**src/rtl/multicycle_control_unit.sv**
```systemverilog
// -----------------------------------------------------------------------------
// multicycle_control_unit
// Control FSM for a multicycle RISC-V style datapath. Each instruction is
// executed as FETCH -> DECODE -> class-specific states. A bounded wait counter
// guards every memory phase. An illegal opcode or a memory timeout sends the
// unit to an absorbing TRAP state that only rst can leave.
//
// Ports
//   clk        in   rising-edge clock
//   rst        in   asynchronous, active-high reset
//   start      in   begin / continue instruction execution
//   opcode     in   [6:0] instruction opcode, valid from DECODE onward
//   zero       in   ALU zero flag (branch condition)
//   mem_ready  in   memory transfer completes this cycle
//   PCWrite, IRWrite, MemRead, MemWrite, IorD, RegWrite, MemtoReg,
//   ALUSrcA, Branch  out  single-bit datapath controls
//   ALUSrcB    out  [1:0] 00 reg B, 01 const 4, 10 immediate
//   ALUOp      out  [ALUOP_W-1:0] 0 add, 1 sub, 2 funct-decoded
//   busy       out  executing (state is neither IDLE nor TRAP)
//   illegal    out  sticky flag: trapped on an unknown opcode
//   timeout    out  sticky flag: trapped on a memory wait limit
// -----------------------------------------------------------------------------
module multicycle_control_unit #(
   parameter int ALUOP_W  = 2,
   parameter int WAIT_W   = 4,
   parameter int MAX_WAIT = 10
) (
   input  logic               clk,
   input  logic               rst,
   input  logic               start,
   input  logic [6:0]         opcode,
   input  logic               zero,
   input  logic               mem_ready,
   output logic               PCWrite,
   output logic               IRWrite,
   output logic               MemRead,
   output logic               MemWrite,
   output logic               IorD,
   output logic               RegWrite,
   output logic               MemtoReg,
   output logic               ALUSrcA,
   output logic               Branch,
   output logic [1:0]         ALUSrcB,
   output logic [ALUOP_W-1:0] ALUOp,
   output logic               busy,
   output logic               illegal,
   output logic               timeout
);

   localparam logic [6:0] OP_R      = 7'b0110011;
   localparam logic [6:0] OP_I      = 7'b0010011;
   localparam logic [6:0] OP_LOAD   = 7'b0000011;
   localparam logic [6:0] OP_STORE  = 7'b0100011;
   localparam logic [6:0] OP_BRANCH = 7'b1100011;

   localparam logic [ALUOP_W-1:0] ALUOP_ADD   = ALUOP_W'(0);
   localparam logic [ALUOP_W-1:0] ALUOP_SUB   = ALUOP_W'(1);
   localparam logic [ALUOP_W-1:0] ALUOP_FUNCT = ALUOP_W'(2);

   // Last count value that still allows one more waiting cycle; a cycle spent
   // at this value without mem_ready reaches the limit.
   localparam logic [WAIT_W-1:0] WAIT_LAST = WAIT_W'(MAX_WAIT - 1);

   typedef enum logic [3:0] {
      S_IDLE, S_FETCH, S_DECODE, S_EXEC_R, S_EXEC_I, S_MEM_ADDR,
      S_MEM_RD, S_MEM_WB, S_MEM_WR, S_BRANCH, S_R_WB, S_TRAP
   } state_t;

   state_t            r_state;
   state_t            w_next;
   logic [WAIT_W-1:0] r_wait;
   logic              r_illegal;
   logic              r_timeout;
   logic              w_set_illegal;
   logic              w_set_timeout;
   logic              w_wait_state;
   logic              w_limit;
   state_t            w_done;

   assign w_wait_state = (r_state == S_FETCH) || (r_state == S_MEM_RD) ||
                         (r_state == S_MEM_WR);
   // mem_ready in the limit cycle wins, so the limit only fires without it.
   assign w_limit      = (r_wait == WAIT_LAST) && !mem_ready;
   assign w_done       = start ? S_FETCH : S_IDLE;

   assign busy    = (r_state != S_IDLE) && (r_state != S_TRAP);
   assign illegal = r_illegal;
   assign timeout = r_timeout;

   always_comb begin
      // NOTE: every output and next-state signal gets a default before the
      // case so that no path leaves a value unassigned (which would infer a latch).
      w_next        = r_state;
      w_set_illegal = 1'b0;
      w_set_timeout = 1'b0;
      PCWrite       = 1'b0;
      IRWrite       = 1'b0;
      MemRead       = 1'b0;
      MemWrite      = 1'b0;
      IorD          = 1'b0;
      RegWrite      = 1'b0;
      MemtoReg      = 1'b0;
      ALUSrcA       = 1'b0;
      Branch        = 1'b0;
      ALUSrcB       = 2'b00;
      ALUOp         = ALUOP_ADD;

      case (r_state)
         S_IDLE: begin
            if (start) w_next = S_FETCH;
         end
         S_FETCH: begin
            MemRead = 1'b1;
            ALUSrcB = 2'b01;
            IRWrite = mem_ready;
            PCWrite = mem_ready;
            if (mem_ready) begin
               w_next = S_DECODE;
            end else if (w_limit) begin
               w_next        = S_TRAP;
               w_set_timeout = 1'b1;
            end
         end
         S_DECODE: begin
            ALUSrcB = 2'b10;
            case (opcode)
               OP_R:               w_next = S_EXEC_R;
               OP_I:               w_next = S_EXEC_I;
               OP_LOAD, OP_STORE:  w_next = S_MEM_ADDR;
               OP_BRANCH:          w_next = S_BRANCH;
               default: begin
                  w_next        = S_TRAP;
                  w_set_illegal = 1'b1;
               end
            endcase
         end
         S_EXEC_R: begin
            ALUSrcA = 1'b1;
            ALUOp   = ALUOP_FUNCT;
            w_next  = S_R_WB;
         end
         S_EXEC_I: begin
            ALUSrcA = 1'b1;
            ALUSrcB = 2'b10;
            ALUOp   = ALUOP_FUNCT;
            w_next  = S_R_WB;
         end
         S_R_WB: begin
            RegWrite = 1'b1;
            w_next   = w_done;
         end
         S_MEM_ADDR: begin
            ALUSrcA = 1'b1;
            ALUSrcB = 2'b10;
            // opcode is still held here, so it selects load versus store.
            w_next  = (opcode == OP_LOAD) ? S_MEM_RD : S_MEM_WR;
         end
         S_MEM_RD: begin
            MemRead = 1'b1;
            IorD    = 1'b1;
            if (mem_ready) begin
               w_next = S_MEM_WB;
            end else if (w_limit) begin
               w_next        = S_TRAP;
               w_set_timeout = 1'b1;
            end
         end
         S_MEM_WB: begin
            RegWrite = 1'b1;
            MemtoReg = 1'b1;
            w_next   = w_done;
         end
         S_MEM_WR: begin
            MemWrite = 1'b1;
            IorD     = 1'b1;
            if (mem_ready) begin
               w_next = w_done;
            end else if (w_limit) begin
               w_next        = S_TRAP;
               w_set_timeout = 1'b1;
            end
         end
         S_BRANCH: begin
            Branch  = 1'b1;
            ALUSrcA = 1'b1;
            ALUOp   = ALUOP_SUB;
            PCWrite = zero;
            w_next  = w_done;
         end
         S_TRAP: begin
            w_next = S_TRAP;
         end
         default: begin
            w_next = S_IDLE;
         end
      endcase
   end

   always_ff @(posedge clk or posedge rst) begin
      if (rst) begin
         r_state   <= S_IDLE;
         r_wait    <= '0;
         r_illegal <= 1'b0;
         r_timeout <= 1'b0;
      end else begin
         // NOTE: state registers use non-blocking assignments so every flop
         // samples the pre-edge values regardless of statement order.
         r_state <= w_next;
         // Counting only while a wait state is held; any entry clears it.
         if (w_wait_state && (w_next == r_state)) r_wait <= r_wait + 1'b1;
         else                                     r_wait <= '0;
         if (w_set_illegal) r_illegal <= 1'b1;
         if (w_set_timeout) r_timeout <= 1'b1;
      end
   end

endmodule

```
**config.mk**
```make
export PLATFORM = sky130hd
export DESIGN_NAME = multicycle_control_unit
export DESIGN_NICKNAME = d
export VERILOG_FILES = /design/src/rtl/multicycle_control_unit.sv
export SDC_FILE = /design/constraint.sdc
export NUM_CORES = 1
export LEC_CHECK = 0
export ABC_CLOCK_PERIOD_IN_PS = 1900
export BUFFER_PORTS_ARGS = -buffer_cell sky130_fd_sc_hd__clkbuf_2
export CORE_MARGIN = 8
export CORE_UTILIZATION = 25
export DETAILED_ROUTE_END_ITERATION = 12
export PLACE_DENSITY = 0.45
export SLEW_MARGIN = 10
export SYNTH_ARGS = -nofsm -noshare
export SYNTH_HDL_FRONTEND = slang
export SYNTH_SLANG_ARGS = --single-unit
```
**constraint.sdc**
```tcl
create_clock -name clk -period 1.9 [get_ports clk]
set_input_delay 0 -clock clk [delete_from_list [all_inputs] [get_ports clk]]
set_output_delay 0 -clock clk [all_outputs]
set_load 0.1 [all_outputs]
```
-- After elaboration in Yosys (flattened, before gate mapping)
Cells that the tools add are included.
- add/sub/neg operators: 1
- eq/ne operators: 19
- multiplexer cells: 26
- reduce and logical (&&, ||, !) cells: 18
- operator list (kind ; count):
    $pmux 4 s9 ; 1
    $mux 4 ; 7
    $eq 4x4->1 const B ; 5
    $eq 4x3->1 const B ; 4
    $pmux 4 s4 ; 1
    $eq 7x6->1 const B ; 2
    $mux 1 ; 14
    $reduce_or 2->1 ; 5
    $reduce_or 3->1 ; 3
    $eq 4x2->1 const B ; 2
    $pmux 2 s2 ; 2
    $eq 7x2->1 const B ; 1
    $eq 7x5->1 const B ; 1
    $eq 7x7->1 const B ; 1
    $reduce_or 5->1 ; 1
    $add 4x1->4 const B ; 1
    $eq 4x1->1 const B ; 1
    $eq 4x4->1 ; 1
    $logic_not 4->1 ; 1
    $ne 4x4->1 const B ; 1
    $reduce_bool 4->1 ; 1
    $reduce_or 4->1 ; 1
    $logic_and 1x1->1 ; 3
    $logic_or 1x1->1 ; 2
    other kinds (2) ; 2
- register bits: 10
- output and inout port bits: 16
- logic and storage cells: 68

-- Logic depth before layout (Yosys ltp)
Gate-level depths: netlist (run 1).
- word-level depth: 8
- depth in mapped cells: 7
- mapped depth without buffers: 7

-- Worst setup path before layout (run 1)
OpenSTA, ideal clock, no wires.
- path type: register to output
- from: register r_state[0]
- to: output ALUSrcA
- data arrival time: 4.918 ns
- setup slack: -3.018 ns
- cell stages (with the launch flop): 5
- path buffers: 2
- cells stage by stage: dfrtp_1 > buf_2 > buf_2 > nor4bb_1 > o21bai_1
- word-level cells in the longest chain between the ends: 3
- elaborated cells between the ends (all ways): 6
- classes of those cells: 4 x eq/ne; 1 x mux; 1 x reduce/logical
- ends and longest elaborated chain (what ; line ; text):
    start, declared ; 69 ; state_t r_state;
    start signal, assigned ; 208 ; r_state <= w_next;
    $eq 4x4->1, or another cell as far along ; 108 ; case (r_state)
    $reduce_or 4->1 (no source line) (*) ; n/a ;
    $mux 1 (*) ; 108 ;
    end, declared ; 41 ; output logic ALUSrcA,
Every way passes the cells marked *; elsewhere a longest branch is shown, timed or not.

-- Worst setup path in the final report (run 1)
- from: register r_state[2]
- to: register r_wait[0]
- word-level cells in the longest chain between the ends: 6
- elaborated cells between the ends (all ways): 25
- classes of those cells: 12 x eq/ne; 7 x mux; 6 x reduce/logical
- ends and longest elaborated chain (what ; line ; text):
    $eq 4x4->1, or another cell as far along ; 108 ;
    $reduce_or 3->1 (no source line), or another cell as far along ; n/a ;
    $pmux 4 s9 ; 108 ;
    $eq 4x4->1 ; 210 ; if (w_wait_state && (w_next == r_state)) r_wait <= r_wait + 1'b1;
    $logic_and 1x1->1 (*) ; 210 ;
    $mux 4 (*) ; 210 ;
    end signal, assigned ; 210 ;
    end, declared ; 71 ; logic [WAIT_W-1:0] r_wait;
Marks and branches as above.
A chain may end at the register's enable or synchronous reset.

==> flow_metrics.tcl, run 1 <==
set metrics [dict create \
    regArea_um2 251 \
    fin_area_um2 1500 \
    netlist_top_cells_count "nor2_1, dfrtp_1, a21oi_1" \
    yosys_warnings 0 \
    clockBufferDepth 2 \
    drtAntennaViolNets 0 \
    synth-edff-count 0 \
    viasPerCell 4.82 \
    synth-seq-area-share 0.267 \
    maxCapViolations 0 \
    wl_um 2810 \
    cts_buffers 3 \
    place_area_um2 1410 \
    ys.flop_type "dfrtp_1" \
    crit_fanout 7 \
    yosysMostFrequentCell "nor2_1" \
    min_path_cells 3 \
    cts_tree "done" \
    syn2layout_area_growth_pct 60.1 \
    grt_start_max_net_pins 19 \
    utilization 0.413 \
    grt_pass1_vias 1019 \
    first_pass_iters 4 \
    max_freq_mhz 560 \
    holdCritPathClass "input port to register" \
    synth.distinct_cells 40 \
    end_kind "register" \
    fp-row-count 22 \
    globalRouteOverflowTotal 0 \
    place_congestion 0.880 \
    dp.final_hpwl_um 2350 \
    wl_per_cell_um 13.9 \
    slew_headroom 0.634 \
    arrival_ns 1.95 \
    status "completed" \
    synthTopCellsByArea "dfrtp_1, nor2_1, a21oi_1" \
    multi_input_area_um2 683 \
    timing.rr.end "r_wait[0]$_DFF_PP0_" \
    insertion_delay_ns 0.23 \
    antenna_found_initial 0 \
    cts_max_level 1 \
    r2r_cells 6 \
    first_iter_violations 30 \
    hold_slack_ns 0.0355 \
    worstHoldStart "start" \
    skew_ns 0.00329 \
    drc 0 \
    initial_core_util 0.258 \
    syn_inst 117 \
    maxSlewViolCount 0 \
    synth_async_sr_flop_share 1.00 \
    vias 974 \
    cts_sinks 10 \
    setup_viol 0 \
    root_buffer "clkbuf_8" \
    rsz0062_at_grt "false" \
    synth.avg_cell_area_um2 8.01 \
    reg2reg_from "r_state[2]$_DFF_PP0_" \
    nFillCells 369 \
    start_kind "register" \
    clkSlewWorstSetupHoldPaths_ns 0.05 \
    nets 169 \
    grt_pass1_wl_um 4860 \
    syn-num-nets 131 \
    synth_top_area_share 0.267 \
    period_needed_ns 1.78 \
    synth_seq_cells 10 \
    die_w_um 77.2 \
    track_usage 0.0973 \
    yosysTopAreaCell "dfrtp_1" \
    drive_above_1_share 0.403 \
    required_ns 2.06 \
    path_class "register to register" \
    hold_violations 0 \
    io_buffers 27 \
    die_height_um 77.2 \
    fin_crit_sh 0.939 \
    synth_area_um2 937 \
    tightest_slew_ns 0.551 \
    core_area_um2 3630 \
    reg2reg_slack_ns 0.12 \
    io_pins 28 \
    die_area_um2 5960 \
    min_delay_worst_endpoint "r_state[0]$_DFF_PP0_" \
    n_antenna_cell 0 \
]
## cells in the final DEF (no fill, tap or decap), types with 2 or more instances in the layout
cell and n:
ha_1 2, buf_4 13, o21bai_1 3, nand3_1 3
a21oi_1 8, clkbuf_8 3, buf_12 13, or4b_4 2
nor2b_1 4, dfrtp_1 9, nor2_1 19, a22oi_1 3
or3_1 3, inv_1 4, nand4bb_1 3, or2_1 2
o21ai_0 2, clkbuf_2 14, nand2_1 6, nor2_2 4
inv_2 2, nand2b_1 4
## state kept, by name, indices dropped and copies added, names as in the netlist
signal	flops
r_wait	4
illegal	1
timeout	1
r_state	4
## worst max-delay path, cell delays in order (launching register included)
cell and delay [ns]:
dfrtp_2 0.44, or4b_4 0.57, inv_2 0.11, a221oi_2 0.06
a2111oi_4 0.21, o221ai_2 0.18, nor2_1 0.12
## metrics by stage
stage | std cells | setup TNS [ns] | worst slack [ns]
after global placement | 192 | 0 | 0.122
after CTS | 197 | 0 | 0.0226
after floorplan | 117 | -4.16 | -0.565
final | 202 | 0 | 0.116
after detailed placement | 192 | 0 | 0.0351
after global routing | 202 | 0 | 0.0153
## metal layers
metal | share of wire | GRT usage
met5 | 0 | 0
met4 | 0.017 | 0.0472
met3 | 0.046 | 0.0210
met1 | 0.45 | 0.114
met2 | 0.48 | 0.163
## how the worst max path moves through the flow
stage	start	to	slack, ns	cells after the start
after CTS	r_wait[0]$_DFF_PP0_	r_wait[3]$_DFF_PP0_	0.02	6
after floorplan	r_state[1]$_DFF_PP0_	r_wait[3]$_DFF_PP0_	-0.57	6
after global placement	r_wait[0]$_DFF_PP0_	r_wait[3]$_DFF_PP0_	0.12	6
final	r_state[2]$_DFF_PP0_	r_wait[0]$_DFF_PP0_	0.12	6
after detailed placement	r_wait[0]$_DFF_PP0_	r_wait[3]$_DFF_PP0_	0.04	6
after global routing	r_state[2]$_DFF_PP0_	r_wait[3]$_DFF_PP0_	0.02	6
## logic make-up (layout without fill, tap and decap cells)
logic type                 after synthesis  in the layout  synth area share
and+or+nand+nor                         59             59             0.370
adders and majority gates                2              2            0.0267
xor gates and xnor gates                 2              2            0.0187
DFF                                     10             10             0.267
AOI/OAI and AO/OA                       30             30             0.251
buffers and inverters                   14             51            0.0668
## final cells by class
class                   instances  share of cell area
clock buffers                   4              0.0300
inverters                       6              0.0150
multi-input cells              93               0.455
flip-flops and latches         10               0.168
well taps                      48              0.0400
repair buffers                 41               0.292
## timing repair
item                       in CTS  in global routing
setup endpoints to repair       0                  5
hold endpoints to repair       10                  0
resized for setup               0                  1
buffers inserted                0                  5
hold buffers                    1                  0
Power of run 1 is not shown: default switching activity piles up to over one toggle a cycle in this logic, so the estimate is an artifact.
==> run 2: changes to the inputs <==
Settings changed: ABC_CLOCK_PERIOD_IN_PS 1900 to 2100, CORE_ASPECT_RATIO from default to 0.9.
Clock period 1.9 ns to 2.1 ns, I/O delays scaled along.
==> run 2 against run 1 <==
Net effect: setup slack improved by 0.17 ns; register-to-register slack improved by 0.17 ns; sequential cell count is the same; wire length is 5.0% lower; sequential share of layout area increased by 1.9 points; critical path type unchanged.
==> flow_metrics.tcl, run 2 (synthesized netlist as in run 1, its figures left out) <==
set metrics [dict create \
    antenna_found_initial 0 \
    io_pins 28 \
    root_buffer "clkbuf_8" \
    required_ns 2.26 \
    die_height_um 74.1 \
    drive_above_1_share 0.376 \
    dp.final_hpwl_um 2200 \
    wl_um 2670 \
    use_met3 0.0193 \
    cts_hold_buf 1 \
    hold_violations 0 \
    first_pass_iters 4 \
    post_cts_resized 0 \
    globalRouteOverflowTotal 0 \
    tns_ns 0 \
    vias 945 \
    io_buffers 27 \
    grtUsageMet2 0.141 \
    slew_headroom 0.638 \
    postCtsSetupBuffers 0 \
    drc 0 \
    grt-busiest-layer "met2" \
    clockBufferDepth 2 \
    cts_tree "done" \
    period_needed_ns 1.82 \
    track_usage 0.0908 \
    first_iter_violations 51 \
    core_area_um2 3650 \
    fp-row-count 21 \
    syn2layout_area_growth_pct 44.1 \
    layout_common_cells "nor2_1, clkbuf_2, buf_4" \
    grt_pass1_wl_um 4340 \
    grt_use_met1 0.115 \
    clkSlewWorstSetupHoldPaths_ns 0.04 \
    drtAntennaViolNets 0 \
    wl_per_cell_um 13.7 \
    path_class "register to register" \
    nets 164 \
    holdCritPathClass "input port to register" \
    max_freq_mhz 550 \
    skew_ns 0.00184 \
    viasPerCell 4.85 \
    rsz0062_at_grt "false" \
    cts_max_level 1 \
    place_area_um2 1290 \
    arrival_ns 1.98 \
    die_area_um2 5970 \
    tightest_slew_ns 0.545 \
    grt_pass1_vias 949 \
    status "completed" \
    maxSlewViolCount 0 \
    n_antenna_cell 0 \
    maxCapViolations 0 \
    start_kind "register" \
    crit_fanout 4 \
    grt_start_max_net_pins 18 \
    setup_viol 0 \
    place_congestion 0.821 \
    reg.largest.list "r_state: 4 flops, r_wait: 4 flops" \
    placed_cells 190 \
    finalNonFillerCells 195 \
    cts_buffers 3 \
    initial_core_util 0.257 \
    die_w_um 80.5 \
    utilization 0.370 \
    fin_crit_sh 0.865 \
    final_common_cell "nor2_1" \
    end_kind "register" \
    cts_sinks 10 \
    fin_area_um2 1350 \
    insertion_delay_ns 0.23 \
]
## run 2: changes by cell type in the layout (fill, tap and decap cells not counted), sizes merged
cell	previous run	this run
clkbuf	18	21
buf	26	18
## run 2: through the flow
| stage | setup slack (ns) | hold WS, ns |
|---|---|---|
| 2_1_floorplan | -0.365 | -0.160 |
| 6_report | 0.283 | 0.0190 |
| 3_5_place_dp | 0.260 | -0.0179 |
| 3_3_place_gp | 0.313 | -0.0273 |
| 5_1_grt | 0.156 | 0.0406 |
| 4_1_cts | 0.271 | 0.0199 |
## run 2: worst max-delay path, cell delays in order, from the launching register on
cell and delay [ns]:
dfrtp_1 0.40, ha_1 0.22, and3b_1 0.19, or2_1 0.28
a2111oi_4 0.36, o221ai_2 0.18, nor2_1 0.12
## run 2: cell type report
class	count	area, µm²
clock buffers	4	45.0
fillers	394	2300
inverters	6	22.5
multi-input cells	93	681
flip-flops and latches	10	251
well taps	46	57.6
repair buffers	36	293
## run 2: path summary, 6_finish.rpt
check	startpoint	endpoint	slack [ns]	cells after the start
worst min register to register	illegal$_DFFE_PP0P_	illegal$_DFFE_PP0P_	0.48	1
max in group asynchronous	rst	r_state[2]$_DFF_PP0_	1.54	3
worst max register to register	r_wait[0]$_DFF_PP0_	r_wait[3]$_DFF_PP0_	0.28	6
worst min-delay path	start	r_state[0]$_DFF_PP0_	0.02	3
worst max-delay path	r_wait[0]$_DFF_PP0_	r_wait[3]$_DFF_PP0_	0.28	6
min in group asynchronous	rst	timeout$_DFFE_PP0P_	0.27	3
## run 2: routing by layer
metal | vias up | wire, µm
met5 | - | 0
met1 | 440 | 1260
met3 | 4 | 187
met2 | 21 | 1180
li1 | 480 | -
met4 | 0 | 40
Power of run 2 is left out for the same reason.
